[src/rtl/vga_timing_gen.sv]
// Raster timing generator for 640x480@60 VGA: pixel-enable divider, h/v counters,
// aligned sync/bright decode, per-frame pulses and a frame counter.
module vga_timing_gen #(
   parameter int   CLK_DIV     = 4,
   parameter int   H_SYNC      = 96,
   parameter int   H_BP        = 48,
   parameter int   H_ACTIVE    = 640,
   parameter int   H_FP        = 16,
   parameter int   V_SYNC      = 2,
   parameter int   V_BP        = 33,
   parameter int   V_ACTIVE    = 480,
   parameter int   V_FP        = 10,
   parameter logic SYNC_ACTIVE = 1'b0
) (
   input  logic        clk,
   input  logic        reset_n,
   output logic        pix_tick,
   output logic [9:0]  hCount,
   output logic [9:0]  vCount,
   output logic        hSync,
   output logic        vSync,
   output logic        bright,
   output logic        frame_start,
   output logic        vblank_start,
   output logic [15:0] frame_count
);

   localparam int         H_TOTAL   = H_SYNC + H_BP + H_ACTIVE + H_FP;
   localparam int         V_TOTAL   = V_SYNC + V_BP + V_ACTIVE + V_FP;
   localparam logic [9:0] H_LAST    = 10'(H_TOTAL - 1);
   localparam logic [9:0] V_LAST    = 10'(V_TOTAL - 1);
   localparam logic [9:0] H_SYNC_E  = 10'(H_SYNC);
   localparam logic [9:0] V_SYNC_E  = 10'(V_SYNC);
   localparam logic [9:0] H_VIS_LO  = 10'(H_SYNC + H_BP);
   localparam logic [9:0] H_VIS_HI  = 10'(H_SYNC + H_BP + H_ACTIVE - 1);
   localparam logic [9:0] V_VIS_LO  = 10'(V_SYNC + V_BP);
   localparam logic [9:0] V_VIS_HI  = 10'(V_SYNC + V_BP + V_ACTIVE - 1);
   localparam logic [9:0] V_BLANK   = 10'(V_SYNC + V_BP + V_ACTIVE);
   localparam logic [3:0] DIV_LAST  = 4'(CLK_DIV - 1);

   logic [3:0] div;
   logic [9:0] h_nxt;
   logic [9:0] v_nxt;
   logic       h_wrap;
   logic       frame_wrap;

   always_ff @(posedge clk or negedge reset_n) begin
      if (!reset_n) begin
         div      <= '0;
         pix_tick <= 1'b0;
      end else begin
         div      <= (div == DIV_LAST) ? 4'd0 : div + 4'd1;
         pix_tick <= (div == DIV_LAST);
      end
   end

   // Decoding the next count lets sync/bright land in the same clk as the count.
   always_comb begin
      h_wrap     = (hCount == H_LAST);
      h_nxt      = h_wrap ? 10'd0 : hCount + 10'd1;
      v_nxt      = vCount;
      if (h_wrap) begin
         v_nxt = (vCount == V_LAST) ? 10'd0 : vCount + 10'd1;
      end
      frame_wrap = h_wrap && (vCount == V_LAST);
   end

   always_ff @(posedge clk or negedge reset_n) begin
      if (!reset_n) begin
         hCount       <= '0;
         vCount       <= '0;
         hSync        <= SYNC_ACTIVE;
         vSync        <= SYNC_ACTIVE;
         bright       <= 1'b0;
         frame_start  <= 1'b0;
         vblank_start <= 1'b0;
         frame_count  <= '0;
      end else begin
         frame_start  <= 1'b0;
         vblank_start <= 1'b0;
         if (pix_tick) begin
            hCount       <= h_nxt;
            vCount       <= v_nxt;
            hSync        <= (h_nxt < H_SYNC_E) ? SYNC_ACTIVE : ~SYNC_ACTIVE;
            vSync        <= (v_nxt < V_SYNC_E) ? SYNC_ACTIVE : ~SYNC_ACTIVE;
            bright       <= (h_nxt >= H_VIS_LO) && (h_nxt <= H_VIS_HI) &&
                            (v_nxt >= V_VIS_LO) && (v_nxt <= V_VIS_HI);
            frame_start  <= frame_wrap;
            vblank_start <= h_wrap && (v_nxt == V_BLANK);
            if (frame_wrap) begin
               frame_count <= frame_count + 16'd1;
            end
         end
      end
   end

endmodule

[config.mk]
export PLATFORM = sky130hd
export DESIGN_NAME = vga_timing_gen
export DESIGN_NICKNAME = d
export VERILOG_FILES = /design/src/rtl/vga_timing_gen.sv
export SDC_FILE = /design/constraint.sdc
export NUM_CORES = 1
export LEC_CHECK = 0
export CAP_MARGIN = 20
export CELL_PAD_IN_SITES_DETAIL_PLACEMENT = 1
export CELL_PAD_IN_SITES_GLOBAL_PLACEMENT = 2
export CORE_MARGIN = 1
export CORE_UTILIZATION = 35
export DETAILED_ROUTE_END_ITERATION = 8
export PLACE_DENSITY = 0.93
export SLEW_MARGIN = 0
export SYNTH_ARGS = -nofsm -noshare
export SYNTH_HDL_FRONTEND = slang
export SYNTH_SLANG_ARGS = --single-unit
export TNS_END_PERCENT = 5
[constraint.sdc]
create_clock -name clk -period 5.7 [get_ports clk]
set_clock_uncertainty 0.2 [all_clocks]
set_input_delay 1.14 -clock clk [delete_from_list [all_inputs] [get_ports clk]]
set_output_delay 1.14 -clock clk [all_outputs]
set_load 0.01 [all_outputs]
# After elaboration in Yosys (flattened, before gate mapping)
# Index checks and enable logic that the tools add are counted.
# word_totals
reg_bits	46
latch_bits	0
mem_bits_rw	0
mem_bits_ro	0
input_bits	2
word_cells	38
n_memories	0
# classes
add_sub_neg	4
multipliers	0
n_div	0
order_cmp	6
n_eq_ne	4
n_shift	0
muxes	8
n_bitwise	0
reduce_logical	6
# ops
operator	count
10-bit == test, second input constant	3
10-bit two-way mux	3
10-bit by 1-bit adder with 10-bit output, second input constant	2
10-bit less-or-equal comparator, second input constant	2
16-bit by 1-bit adder with 16-bit output, second input constant	1
10-bit by 6-bit greater-or-equal comparator with 1-bit output, second input constant	1
10-bit by 8-bit greater-or-equal comparator with 1-bit output, second input constant	1
10-bit by 2-bit < comparator with 1-bit output, second input constant	1
10-bit by 7-bit < comparator with 1-bit output, second input constant	1
1-bit logical AND	5
4-bit by 1-bit adder with 4-bit output, second input constant	1
4-bit by 2-bit == test with 1-bit output, second input constant	1
1-bit two-way mux	4
4-bit two-way mux	1
2-bit AND reduction	1

# Longest topological paths before layout
# depth
word_depth	6
mapped_depth	9
mapped_depth_nobuf	9

# Worst setup path before layout
# OpenSTA, ideal clock, no wires.
# synth_timing
kind	reg-to-reg
startpoint	register hCount[1]
endpoint	register frame_count[15]
setup_ps	79
arrival_ps	2196
setup_slack_ps	3225
path_stages_with_launch	10
path_buffers	1
cell_sequence	dfrtp_1 ha_1 nand4_1 or3_1 buf_6 nor3_4 and4_4 nand2b_4 nor3_2 xor2_1
# synth_via
elab_chain_len	3
# synth_lines
item	line_no	rtl
start: declaration	18	output logic [9:0] hCount,
start signal: assignment	82	hCount <= h_nxt;
10-bit == test	59	h_wrap = (hCount == H_LAST);
1-bit logical AND	65	frame_wrap = h_wrap && (vCount == V_LAST);
2-bit AND reduction (no source line)	n/a	
end signal: assignment	91	frame_count <= frame_count + 16'd1;
end: declaration	25	output logic [15:0] frame_count
# No other way between the ends.
# A chain may end at the register's enable or synchronous reset.

# Worst setup path in the final report
# layout_timing
startpoint	register pix_tick
endpoint	output pix_tick
# layout_rtl
item	line_no	rtl
start: declaration	17	output logic pix_tick,
start signal: assignment	53	pix_tick <= (div == DIV_LAST);
# No word-level cell between the ends.

==> flow_metrics.py <==
metrics = {
    "logic_synthesis": {
        "ys_ff_latch": 46,
        "yosysSeqAreaShare": 0.4557,
        "ys_types": 48,
        "ys.flop_type": "dfrtp_1",
        "syn_area_um2": 2526,
        "async_flop_share": 1.000,
        "yosysWarnings": 0,
        "syn-num-nets": 273,
        "synthCells": 265,
        "synth_edf_count": 0,
        "synth.avg_cell_area_um2": 9.533,
    },
    "sta": {
        "slew_viol_final": 0,
        "worst_slew_pin_slew_ns": 0.7306,
        "setup_tns_ns": 0,
        "rsz0062_at_grt": "false",
        "relSlewSlack": 0.5129,
        "max_freq_mhz": 317.9,
        "fin_crit_sh": 0.5519,
        "hold_viol": 0,
        "setup_viol": 0,
        "min_period_ns": 3.146,
    },
    "place": {
        "place_congestion": 0.7790,
        "dp_hpwl_um": 4600,
        "port_buffers": 43,
    },
    "power": {
        "power.density_nw_per_um2": 173.3,
        "ir_drop_v": 0.00009238,
        "p_leak_nw": 1.301,
    },
    "cts": {
        "clockBufferDepth": 2,
        "numCtsBuffers": 5,
        "clkTransAtPathRegs_ns": 0.10,
        "worstSkewPairLatency_ns": 0.31,
        "clock-sinks": 46,
        "cts_tree": "built",
        "cts.htree.levels": 2,
        "cts_root_buf": "clkbuf_8",
        "postCtsSetupRepairBufs": 0,
        "cts_resized": 0,
        "hold_buffers": 0,
    },
    "final_layout": {
        "nNetsFinal": 314,
        "area_growth_pct": 23.82,
        "final_core_util": 0.4554,
        "final_cell_mix": "dfrtp_1, clkdlybuf4s50_1, nand2_1",
        "num_antenna_cells": 0,
        "final_common_cell": "dfrtp_1",
        "drive_above_1_share": 0.06515,
        "fillers": 814,
    },
    "setup_path": {
        "slowest_delay_ns": 0.83,
        "critPathMaxFanout": 24,
        "worstPathCellList": "clkdlybuf4s50_1",
        "worst_setup_path_end_kind": "output pin",
        "critPathLaunchType": "flip-flop",
        "slowest_stage": "dfrtp_1",
        "critical_path.top_delay_family": "flip-flops",
        "cp.arrival_ns": 1.81,
        "worst-path-buf-inv": 1,
        "critical_path_class": "flip-flop to output pin",
        "required_ns": 4.36,
    },
    "global_route": {
        "grt_max_degree": 47,
        "grt_pass1_wl_um": 10710,
        "grt_overflow": 0,
        "grtUsageTotal": 0.1820,
        "grt_pass1_vias": 2091,
        "antenna_found_initial": 0,
    },
    "floorplanning": {
        "die_w_um": 86.96,
        "die_y_um": 86.96,
        "start_util": 0.3678,
        "die_area_um2": 7561,
        "row_count": 30,
        "core_area_um2": 6869,
        "ios": 44,
    },
    "detailed_routing": {
        "dr_total_vias": 2140,
        "viasPerCell": 5.310,
        "drtAntennaViolNets": 0,
        "post_drt_wl_per_cell_um": 16.04,
        "wl_um": 6463,
        "drc": 0,
        "drtIter0Drc": 129,
        "drt_first_pass_iters": 6,
    },
    "run": {
        "cap_violations": 0,
    },
    "outcome": {
        "status": "completed",
    },
    "min_path": {
        "hold_path_class": "flip-flop to flip-flop",
    },
}
[cells by family (layout without fill, tap and decap cells)]
family / after synthesis / in the layout / share of synthesized area
DFF: 46 / 46 / 0.4557
and+or+nand+nor: 111 / 111 / 0.2392
AOI/OAI and AO/OA: 53 / 53 / 0.1372
adders and majority gates: 6 / 6 / 0.02972
buffers and inverters: 21 / 63 / 0.03913
xor gates and xnor gates: 26 / 26 / 0.09014
muxes: 2 / 2 / 0.008915
[synth_stat cells (2+ instances only)]
| cell type | number | area [um^2] |
|---|---|---|
| or3_1 | 2 | 12.51 |
| xnor2_1 | 18 | 157.7 |
| nand2_1 | 27 | 101.4 |
| ha_1 | 6 | 75.07 |
| mux2_2 | 2 | 22.52 |
| o31ai_1 | 4 | 30.03 |
| dfrtp_1 | 46 | 1151 |
| clkbuf_1 | 5 | 18.77 |
| nor2_1 | 20 | 75.07 |
| xor2_1 | 8 | 70.07 |
| inv_1 | 10 | 37.54 |
| a222oi_1 | 2 | 20.02 |
| nor3_1 | 8 | 40.04 |
| o22ai_1 | 5 | 31.28 |
| buf_6 | 2 | 22.52 |
| nor3b_1 | 2 | 15.01 |
| a31oi_1 | 2 | 12.51 |
| and2_1 | 4 | 25.02 |
| nand3_1 | 17 | 85.08 |
| a22o_1 | 2 | 17.52 |
| nand2b_1 | 2 | 12.51 |
| nor4_1 | 2 | 12.51 |
| or4_1 | 2 | 15.01 |
| buf_2 | 3 | 15.01 |
| a21oi_1 | 6 | 30.03 |
| nand4_1 | 9 | 56.30 |
| o21ai_0 | 19 | 95.09 |
| and3_1 | 9 | 56.30 |
| o2111ai_1 | 2 | 17.52 |
[flip-flops by register name (all words and copies together) (netlist names)]
signal / flops
bright: 1
frame_count: 16
frame_start: 1
pix_tick: 1
vCount: 10
hSync: 1
div: 4
vSync: 1
hCount: 10
vblank_start: 1
[per-layer routing]
metal,wire (um),global-route usage,part of all wire
met4,83,0.05152,0.013
met2,3169,0.2978,0.49
met3,224,0.03033,0.035
met5,0,0,0
met1,2986,0.2484,0.46
[area by class of cell]
type / count / area [um^2] / share of cell area
sequential: 46 / 1151 / 0.3680
inverter: 10 / 37.54 / 0.01200
clock buffer: 5 / 68.82 / 0.02200
multi-input combinational: 198 / 1276 / 0.4080
tap: 96 / 120.1 / 0.03840
clock inverter: 3 / 21.27 / 0.006800
timing repair buffer: 45 / 452.9 / 0.1448
[power breakdown]
part | total, W | switching [W] | internal [W]
Clock | 0.000208 | 0.000122 | 0.0000864
Sequential | 0.000326 | 0 | 0.000326
Combinational | 0.00000815 | 0.00000651 | 0.00000164
[final timing paths]
path                                 from             end  slack, ns  depth (start not counted)
min in group asynchronous         reset_n       vCount[2]       0.48                          1
max in group asynchronous         reset_n  frame_count[4]       4.34                          2
worst max register to register  hCount[1]          bright       2.86                          9
worst max-delay path             pix_tick        pix_tick       2.55                          1
worst min register to register     div[0]          div[0]       0.27                          1
worst min-delay path               div[0]          div[0]       0.27                          1
[metrics by stage]
stage	area (um^2)	hold WS [ns]	worst slack, ns	total power, W	instances
global placement	3018	0.2504	2.905	0.0003396	394
CTS	3108	0.2756	2.527	0.0005496	402
detailed placement	3018	0.2603	2.856	0.0003397	394
finish	3128	0.2693	2.554	0.0005421	403
global route	3128	0.2914	2.449	0.0005606	403
floorplan	2526	0.2331	3.225	0.0003326	265
Power figures use the tool's default switching activity.
